<file path="config.mk">
export PLATFORM = sky130hd
export DESIGN_NAME = im2_int_responder
export DESIGN_NICKNAME = d
export VERILOG_FILES = /design/src/rtl/im2_int_responder.sv
export SDC_FILE = /design/constraint.sdc
export NUM_CORES = 1
export LEC_CHECK = 0
export CORE_UTILIZATION = 47
export CTS_CLUSTER_SIZE = 28
export DETAILED_ROUTE_END_ITERATION = 16
export PLACE_DENSITY = 0.86
export RECOVER_POWER = 100
export SYNTH_ARGS = -nofsm -noshare
export SYNTH_HDL_FRONTEND = slang
export SYNTH_SLANG_ARGS = --single-unit
export TNS_END_PERCENT = 5
</file>
<file path="constraint.sdc">
create_clock -name clkcpu -period 2.08 [get_ports clkcpu]
set_input_delay 0.416 -clock clkcpu [delete_from_list [all_inputs] [get_ports clkcpu]]
set_output_delay 0.416 -clock clkcpu [all_outputs]
set_load 0.02 [all_outputs]
</file>
<file path="src/rtl/im2_int_responder.sv">
// Z80 mode-2 interrupt responder.
// Collects peripheral interrupt requests, drives /INT, answers the interrupt-acknowledge
// cycle with a vector byte, and releases in-service sources on a decoded RETI (ED 4D).
//
// Ports:
//   clkcpu  - CPU clock, all state on rising edge
//   rst_n   - asynchronous active-low reset
//   irq_in  - level requests from peripherals (rising edge requests service)
//   m1, mreq, iorq, rd, wr, rfsh - decoded active-high CPU bus strobes
//   a       - CPU address bus
//   d_in    - CPU data bus as observed
//   d_out   - byte driven onto the data bus
//   d_oe    - data bus drive enable
//   n_int   - interrupt request to the CPU, active-low
//   busy    - high while any source is in service
module im2_int_responder #(
  parameter int unsigned SOURCES     = 4,
  parameter logic [7:0]  VECTOR_BASE = 8'hF0,
  parameter logic [7:0]  PORT_LO     = 8'hDF
) (
  input  logic               clkcpu,
  input  logic               rst_n,
  input  logic [SOURCES-1:0] irq_in,
  input  logic               m1,
  input  logic               mreq,
  input  logic               iorq,
  input  logic               rd,
  input  logic               wr,
  input  logic               rfsh,
  input  logic [15:0]        a,
  input  logic [7:0]         d_in,
  output logic [7:0]         d_out,
  output logic               d_oe,
  output logic               n_int,
  output logic               busy
);

  typedef enum logic [0:0] {StIdle, StGotEd} reti_e;

  logic [SOURCES-1:0] enable_q;
  logic [SOURCES-1:0] pending_q, pending_d;
  logic [SOURCES-1:0] in_service_q, in_service_d;
  logic [SOURCES-1:0] irq_prev_q;
  logic               n_int_q;
  logic               busy_q;
  logic               ack_q;
  logic               ack_spur_q;
  logic [1:0]         ack_idx_q;
  logic [7:0]         ack_vec_q;
  logic               fetch_q;
  logic [7:0]         op_q;
  reti_e              reti_q, reti_d;

  logic               ack_cyc, ack_start, ack_end;
  logic               port_hit, ctl_wr, st_rd;
  logic               fetch, commit, release_is;
  logic [SOURCES-1:0] rise;
  logic [1:0]         win, hi_is;
  logic               is_none, request_ok;
  logic [3:0]         is4, pend4;
  logic               unused_bits;

  assign unused_bits = ^{a[15:8], d_in};

  // Bus decode
  always_comb begin
    ack_cyc   = m1 & iorq;
    ack_start = ack_cyc & ~ack_q;
    ack_end   = ack_q & ~ack_cyc;
    port_hit  = iorq & ~m1 & (a[7:0] == PORT_LO);
    ctl_wr    = port_hit & wr;
    st_rd     = port_hit & rd;
    fetch     = m1 & mreq & rd & ~rfsh;
    commit    = fetch_q & ~fetch;
    rise      = irq_in & ~irq_prev_q;
  end

  // Priority: lowest index wins; hi_is is the highest-priority source in service
  always_comb begin
    win     = 2'd0;
    hi_is   = 2'd0;
    is_none = 1'b1;
    for (int i = SOURCES - 1; i >= 0; i--) begin
      if (pending_q[i]) win = 2'(i);
      if (in_service_q[i]) begin
        hi_is   = 2'(i);
        is_none = 1'b0;
      end
    end
    request_ok = (|pending_q) && (is_none || (win < hi_is));
  end

  // RETI detector and pending/in-service next state
  always_comb begin
    reti_d       = reti_q;
    release_is   = 1'b0;
    pending_d    = pending_q;
    in_service_d = in_service_q;

    if (commit) begin
      unique case (reti_q)
        StIdle: begin
          if (op_q == 8'hED) reti_d = StGotEd;
        end
        StGotEd: begin
          if (op_q == 8'h4D) begin
            release_is = 1'b1;
            reti_d     = StIdle;
          end else if (op_q != 8'hED) begin
            reti_d = StIdle;
          end
        end
      endcase
    end

    for (int i = 0; i < SOURCES; i++) begin
      if (release_is && !is_none && (hi_is == 2'(i))) in_service_d[i] = 1'b0;
      if (ack_end && !ack_spur_q && (ack_idx_q == 2'(i))) begin
        pending_d[i]    = 1'b0;
        in_service_d[i] = 1'b1;
      end
    end

    // A new edge on the acknowledged source re-pends it (set wins over ack clear)
    pending_d = pending_d | (rise & enable_q);
    if (ctl_wr) pending_d = pending_d & d_in[SOURCES-1:0];
  end

  always_ff @(posedge clkcpu or negedge rst_n) begin
    if (!rst_n) begin
      enable_q     <= '0;
      pending_q    <= '0;
      in_service_q <= '0;
      irq_prev_q   <= '0;
      n_int_q      <= 1'b1;
      busy_q       <= 1'b0;
      ack_q        <= 1'b0;
      ack_spur_q   <= 1'b0;
      ack_idx_q    <= 2'd0;
      ack_vec_q    <= 8'h00;
      fetch_q      <= 1'b0;
      op_q         <= 8'h00;
      reti_q       <= StIdle;
    end else begin
      if (ctl_wr) enable_q <= d_in[SOURCES-1:0];
      pending_q    <= pending_d;
      in_service_q <= in_service_d;
      irq_prev_q   <= irq_in;
      n_int_q      <= ~request_ok;
      busy_q       <= |in_service_d;
      reti_q       <= reti_d;
      fetch_q      <= fetch;
      if (fetch) op_q <= d_in;

      if (ack_start) begin
        ack_q      <= 1'b1;
        ack_idx_q  <= win;
        ack_spur_q <= ~request_ok;
        ack_vec_q  <= request_ok ? {VECTOR_BASE[7:3], win, 1'b0} : {VECTOR_BASE[7:3], 3'b111};
      end else if (ack_end) begin
        ack_q <= 1'b0;
      end
    end
  end

  // Outputs: status read is combinational from registers
  always_comb begin
    is4                  = 4'h0;
    pend4                = 4'h0;
    is4[SOURCES-1:0]     = in_service_q;
    pend4[SOURCES-1:0]   = pending_q;
    d_oe                 = st_rd | ack_q;
    d_out                = 8'h00;
    if (st_rd) d_out = {is4, pend4};
    else if (ack_q) d_out = ack_vec_q;
    n_int = n_int_q;
    busy  = busy_q;
  end

endmodule

</file>
# ---- After elaboration in Yosys (flattened, before gate mapping)
# Index checks and enable logic that the tools add are counted.
dict set report totals {
  reg_bits 40
  input_bits 36
  out_inout_bits 11
  elab_cells 104
}
dict set report classes {
  magnitude_cmp 1
  eq_ne 10
  n_mux 37
  bitwise 24
  reduce_logical 19
}
# operator count
set op_table {}
lappend op_table {{$mux 1} 24}
lappend op_table {{$eq 8x8->1 const B} 2}
lappend op_table {{$mux 2} 8}
lappend op_table {{$mux 8} 2}
lappend op_table {{$and 4x4->4} 3}
lappend op_table {{$and 1x1->1} 11}
lappend op_table {{$logic_and 1x1->1} 11}
lappend op_table {{$eq 2x2->1 const B} 4}
lappend op_table {{$eq 8x7->1 const B} 1}
lappend op_table {{$ne 8x8->1 const B} 1}
lappend op_table {{$reduce_or 4->1} 2}
lappend op_table {{$not 1->1} 7}
lappend op_table {{$eq 2x1->1 const B} 2}
lappend op_table {{$logic_not 2->1} 2}
lappend op_table {{$mux 4} 1}
lappend op_table {{$not 4->4} 1}
lappend op_table {{$or 4x4->4} 1}
lappend op_table {{$mux 3} 1}
lappend op_table {{$logic_not 1->1} 2}
lappend op_table {{$lt 2x2->1} 1}
lappend op_table {{$pmux 1 s2} 1}
lappend op_table {{$reduce_bool 2->1} 1}
lappend op_table {{$logic_or 1x1->1} 1}
lappend op_table {{$or 1x1->1} 1}

# ---- Depth between registers and ports, before layout
dict set report depth {
  depth_word 11
  ltp_mapped 8
}

# ---- Least setup slack after synthesis
# OpenSTA, ideal clock, no wires.
dict set report synth_timing {
  path_kind {input to output}
  from {input port a[5]}
  to {output port d_out[0]}
  arrival_ps 1551
  required_time_ps 1664
  path_slack_ps 113
  cell_stages 6
  path_buffers 1
  path_cell_list {nand4b_1 nor4b_1 and2_1 buf_2 nand2_1 o21ai_0}
}
dict set report synth_via {
  elab_chain_cells 4
}
# item line_no
set synth_rtl {}
lappend synth_rtl {{start, declared} 30} ;# input logic [15:0] a,
lappend synth_rtl {{$eq 8x8->1} 70} ;# port_hit = iorq & ~m1 & (a[7:0] == PORT_LO);
lappend synth_rtl {{$and 1x1->1} 70}
lappend synth_rtl {{$and 1x1->1} 72} ;# st_rd = port_hit & rd;
lappend synth_rtl {{$mux 8} 174} ;# if (st_rd) d_out = {is4, pend4};
lappend synth_rtl {{end, declared} 32} ;# output logic [7:0] d_out,
# Every way passes these cells.

# ---- Final worst setup path
dict set report layout_timing {
  from {input port a[7]}
  to {output port d_out[5]}
}
# Same word-level chain as after synthesis.

==> results.cfg <==
[status]
status = finished clean

[worst_setup_path]
ff2ff_setup_slack_ns = 0.21
crit_type = primary input to primary output
cpPeakStageDelay_ns = 0.34
start_kind = primary input
rr_worst_depth = 6
reg2reg_from = op_q[1]$_DFFE_PN0P_
r2r_end = busy$_DFF_PN0_
end_kind = primary output
worst_ep_arrival_time_ns = 1.63
slowest_stage = nor4b_4
required_ns = 1.66
crit_fanout = 6
path_cells = clkdlybuf4s15_1, nand4_1, nor4b_4, and2_4, nor2_4, a21o_1, buf_2

[detailed_routing]
route.vias.total = 1382
drt_iter0_drc = 50
dr.pass1.iters = 4
wire_per_inst_microns = 13.60
via_per_inst = 5.215
routed_wl_microns = 3605
drc = 0
ant_nets = 0

[clock_tree]
htree_levels = 2
clkLatencyLatePin_ns = 0.35
max-clock-path-buffers = 2
clock-sinks = 35
root_buffer = clkbuf_4
cts_buffers = 5
post_cts.repair.setup_buffers = 0
cts_tree = built
cts.reportedPaths.clkPinSlew_ns = 0.11
hold_buffers = 0

[grt]
grt_max_degree = 36
antenna_found_initial = 0
grt_pass1_wl_microns = 5664
track_usage_pct = 21.29
grt_pass1_vias = 1227
grt_overflow = 0

[die]
fp.dieW_microns = 61.19
core.rowCount = 21
core_sq_mm = 0.003337
dieArea_sq_mm = 0.003744
dieHeight_microns = 61.19
start_util_pct = 49.34
pin_count = 47

[place]
dpl-instance-area_sq_mm = 0.002160
dpl.hpwl_microns = 2582
port_buffers = 38
gp_congestion = 0.8235

[power]
p_per_area_mw_per_mm2 = 870.8
ir_drop_mv = 0.5548
p_leak_nw = 1.073
p_total_mw = 1.936

[timing]
maxSlewViolCount = 0
min_period_ns = 2.045
tightest_slew_ns = 0.8402
skew_ns = 0.002443
fmax_ghz = 0.4889
rsz0062_at_grt = true
relSlewSlack_pct = 43.99
finalHoldViolCount = 0
setup_viol = 0
fin_crit_sh_pct = 98.34

[worst_hold_path]
holdPathEnd = ack_vec_q[6]$_DFFE_PN0P_
hp-start = ack_vec_q[6]$_DFFE_PN0P_
hold_class = flip-flop to flip-flop
hold_depth = 1

[cells_and_area]
design_area_sq_mm = 0.002223
fillCellCount = 288
drive_above_1_share_pct = 23.29
area_growth_pct = 35.03
utilization_pct = 66.63
nets = 257
antenna_cells = 0

[synth]
synth-seq-cells = 35
yosysSeqAreaShare_pct = 53.27
synthesis.nets = 205
ys_warn_count = 0
avgSynthCellArea_sq_um = 9.919
synth.distinct_cells = 40
synth_top_cell_by_area = dfrtp_1
synth_top_area_share_pct = 51.67
netlist_instances = 166
syn-cell-area_sq_mm = 0.001647
yosys-top-cells-area = dfrtp_1 52%, nand2_1 9.8%, mux2_2 4.8%

[run]
drv_cap = 0
## Yosys cell counts
cell type,instances
nand4_2,1
nor2_1,16
o21bai_1,1
nor3_1,1
nor4b_1,1
and3_1,1
nor4_1,1
o21ai_1,3
nor4b_4,1
dfstp_2,1
buf_2,1
and2b_1,1
inv_1,4
nand4b_1,2
nor3b_1,1
and2_1,1
o21a_1,2
o22a_1,4
and4b_1,1
clkbuf_1,2
or3b_1,1
nor2b_1,4
nand2_1,43
o31ai_1,1
o21ai_0,6
ha_1,3
dfrtp_1,34
a21o_1,4
a22o_1,1
mux2_2,7
clkinv_1,1
nand4b_2,1
nand4_1,1
a21oi_1,5
a2111o_1,1
or2_2,2
nand4bb_1,1
a31oi_1,2
o22ai_1,1
nand2b_1,1
## flip-flops by register name, summed over array words and instances (netlist names)
register      cells
ack_q             1
ack_idx_q         2
reti_q            1
enable_q          4
busy              1
pend4             4
irq_prev_q        4
in_service_q      4
fetch_q           1
op_q              8
n_int             1
ack_vec_q         4
## worst max-delay path: cells and delay by family
family	cells	cell delay, ns
buffers and inverters	2	0.31
AO/OA/AOI/OAI	1	0.14
AND/OR/NAND/NOR	4	0.76
## how the worst max path moves through the flow
stage | startpoint | end | slack (ns)
finish | a[7] | d_out[5] | 0.03
global route | a[5] | d_out[6] | -0.02
CTS | a[7] | d_out[7] | 0.0004
detailed placement | a[0] | d_out[6] | -0.80
global placement | a[1] | d_out[4] | -0.74
floorplan | a[5] | d_out[0] | 0.11
## report_power, final
group          internal [mW]  switching, mW  total (mW)
combinational          0.230          0.230       0.460
sequential             0.760         0.0969       0.857
clock                  0.373          0.246       0.620
## repair_timing
item / 4_1_cts / 5_1_grt
setup endpoints to repair: 9 / 8
gates cloned: 1 / 0
pin swaps: 5 / 5
gates resized for setup: 67 / 9
## cells in the final DEF, fill, tap and decap left out, types with 3 or more instances in the layout
master and count:
a21o_1 4, a21oi_1 5, buf_2 6, buf_4 9
buf_6 4, clkbuf_2 6, clkbuf_4 5, clkdlybuf4s50_1 14
dfrtp_1 34, dlygate4sd3_1 5, ha_1 3, inv_1 4
mux2_2 7, nand2_1 43, nor2_1 15, nor2b_1 4
o21ai_0 6, o22a_1 4
## cell families (layout without fill, tap and decap cells)
logic type,count (synthesis),after routing,share of synthesized area [%]
AND/OR/NAND/NOR,82,83,25.38
flip-flops,35,35,53.27
AO/OA/AOI/OAI,31,31,12.39
buffers and inverters,8,60,1.899
multiplexers,7,7,4.788
adder cells (fa/ha/maj),3,3,2.280
## metal layers
layer	share of wire (%)	up-vias	global-route usage [%]
li1	-	679	-
met1	45	662	27.69
met2	49	36	34.01
met3	4.4	5	4.622
met4	0.89	0	10.06
met5	0	-	0
## metrics by stage
step	setup WS, ns	hold slack [ns]	setup TNS [ns]	cells
6_report	0.03452	0.4826	0	265
5_1_grt	-0.02298	0.4883	-0.05912	265
2_1_floorplan	0.1128	0.1204	0	166
3_3_place_gp	-0.7396	0.4504	-6.998	257
3_5_place_dp	-0.8035	0.4582	-7.649	257
4_1_cts	0.0003502	0.4671	0	265
## area by class of cell
type	instances	area [sq um]	share of cell area [%]
timing repair buffer	47	390.4	17.56
clock buffer	5	37.54	1.688
sequential	35	877.1	39.45
clock inverter	3	67.56	3.039
inverter	5	18.77	0.8441
multi-input combinational	124	774.5	34.83
tap	46	57.56	2.589
Note: power is estimated with default switching activity, not from simulation.
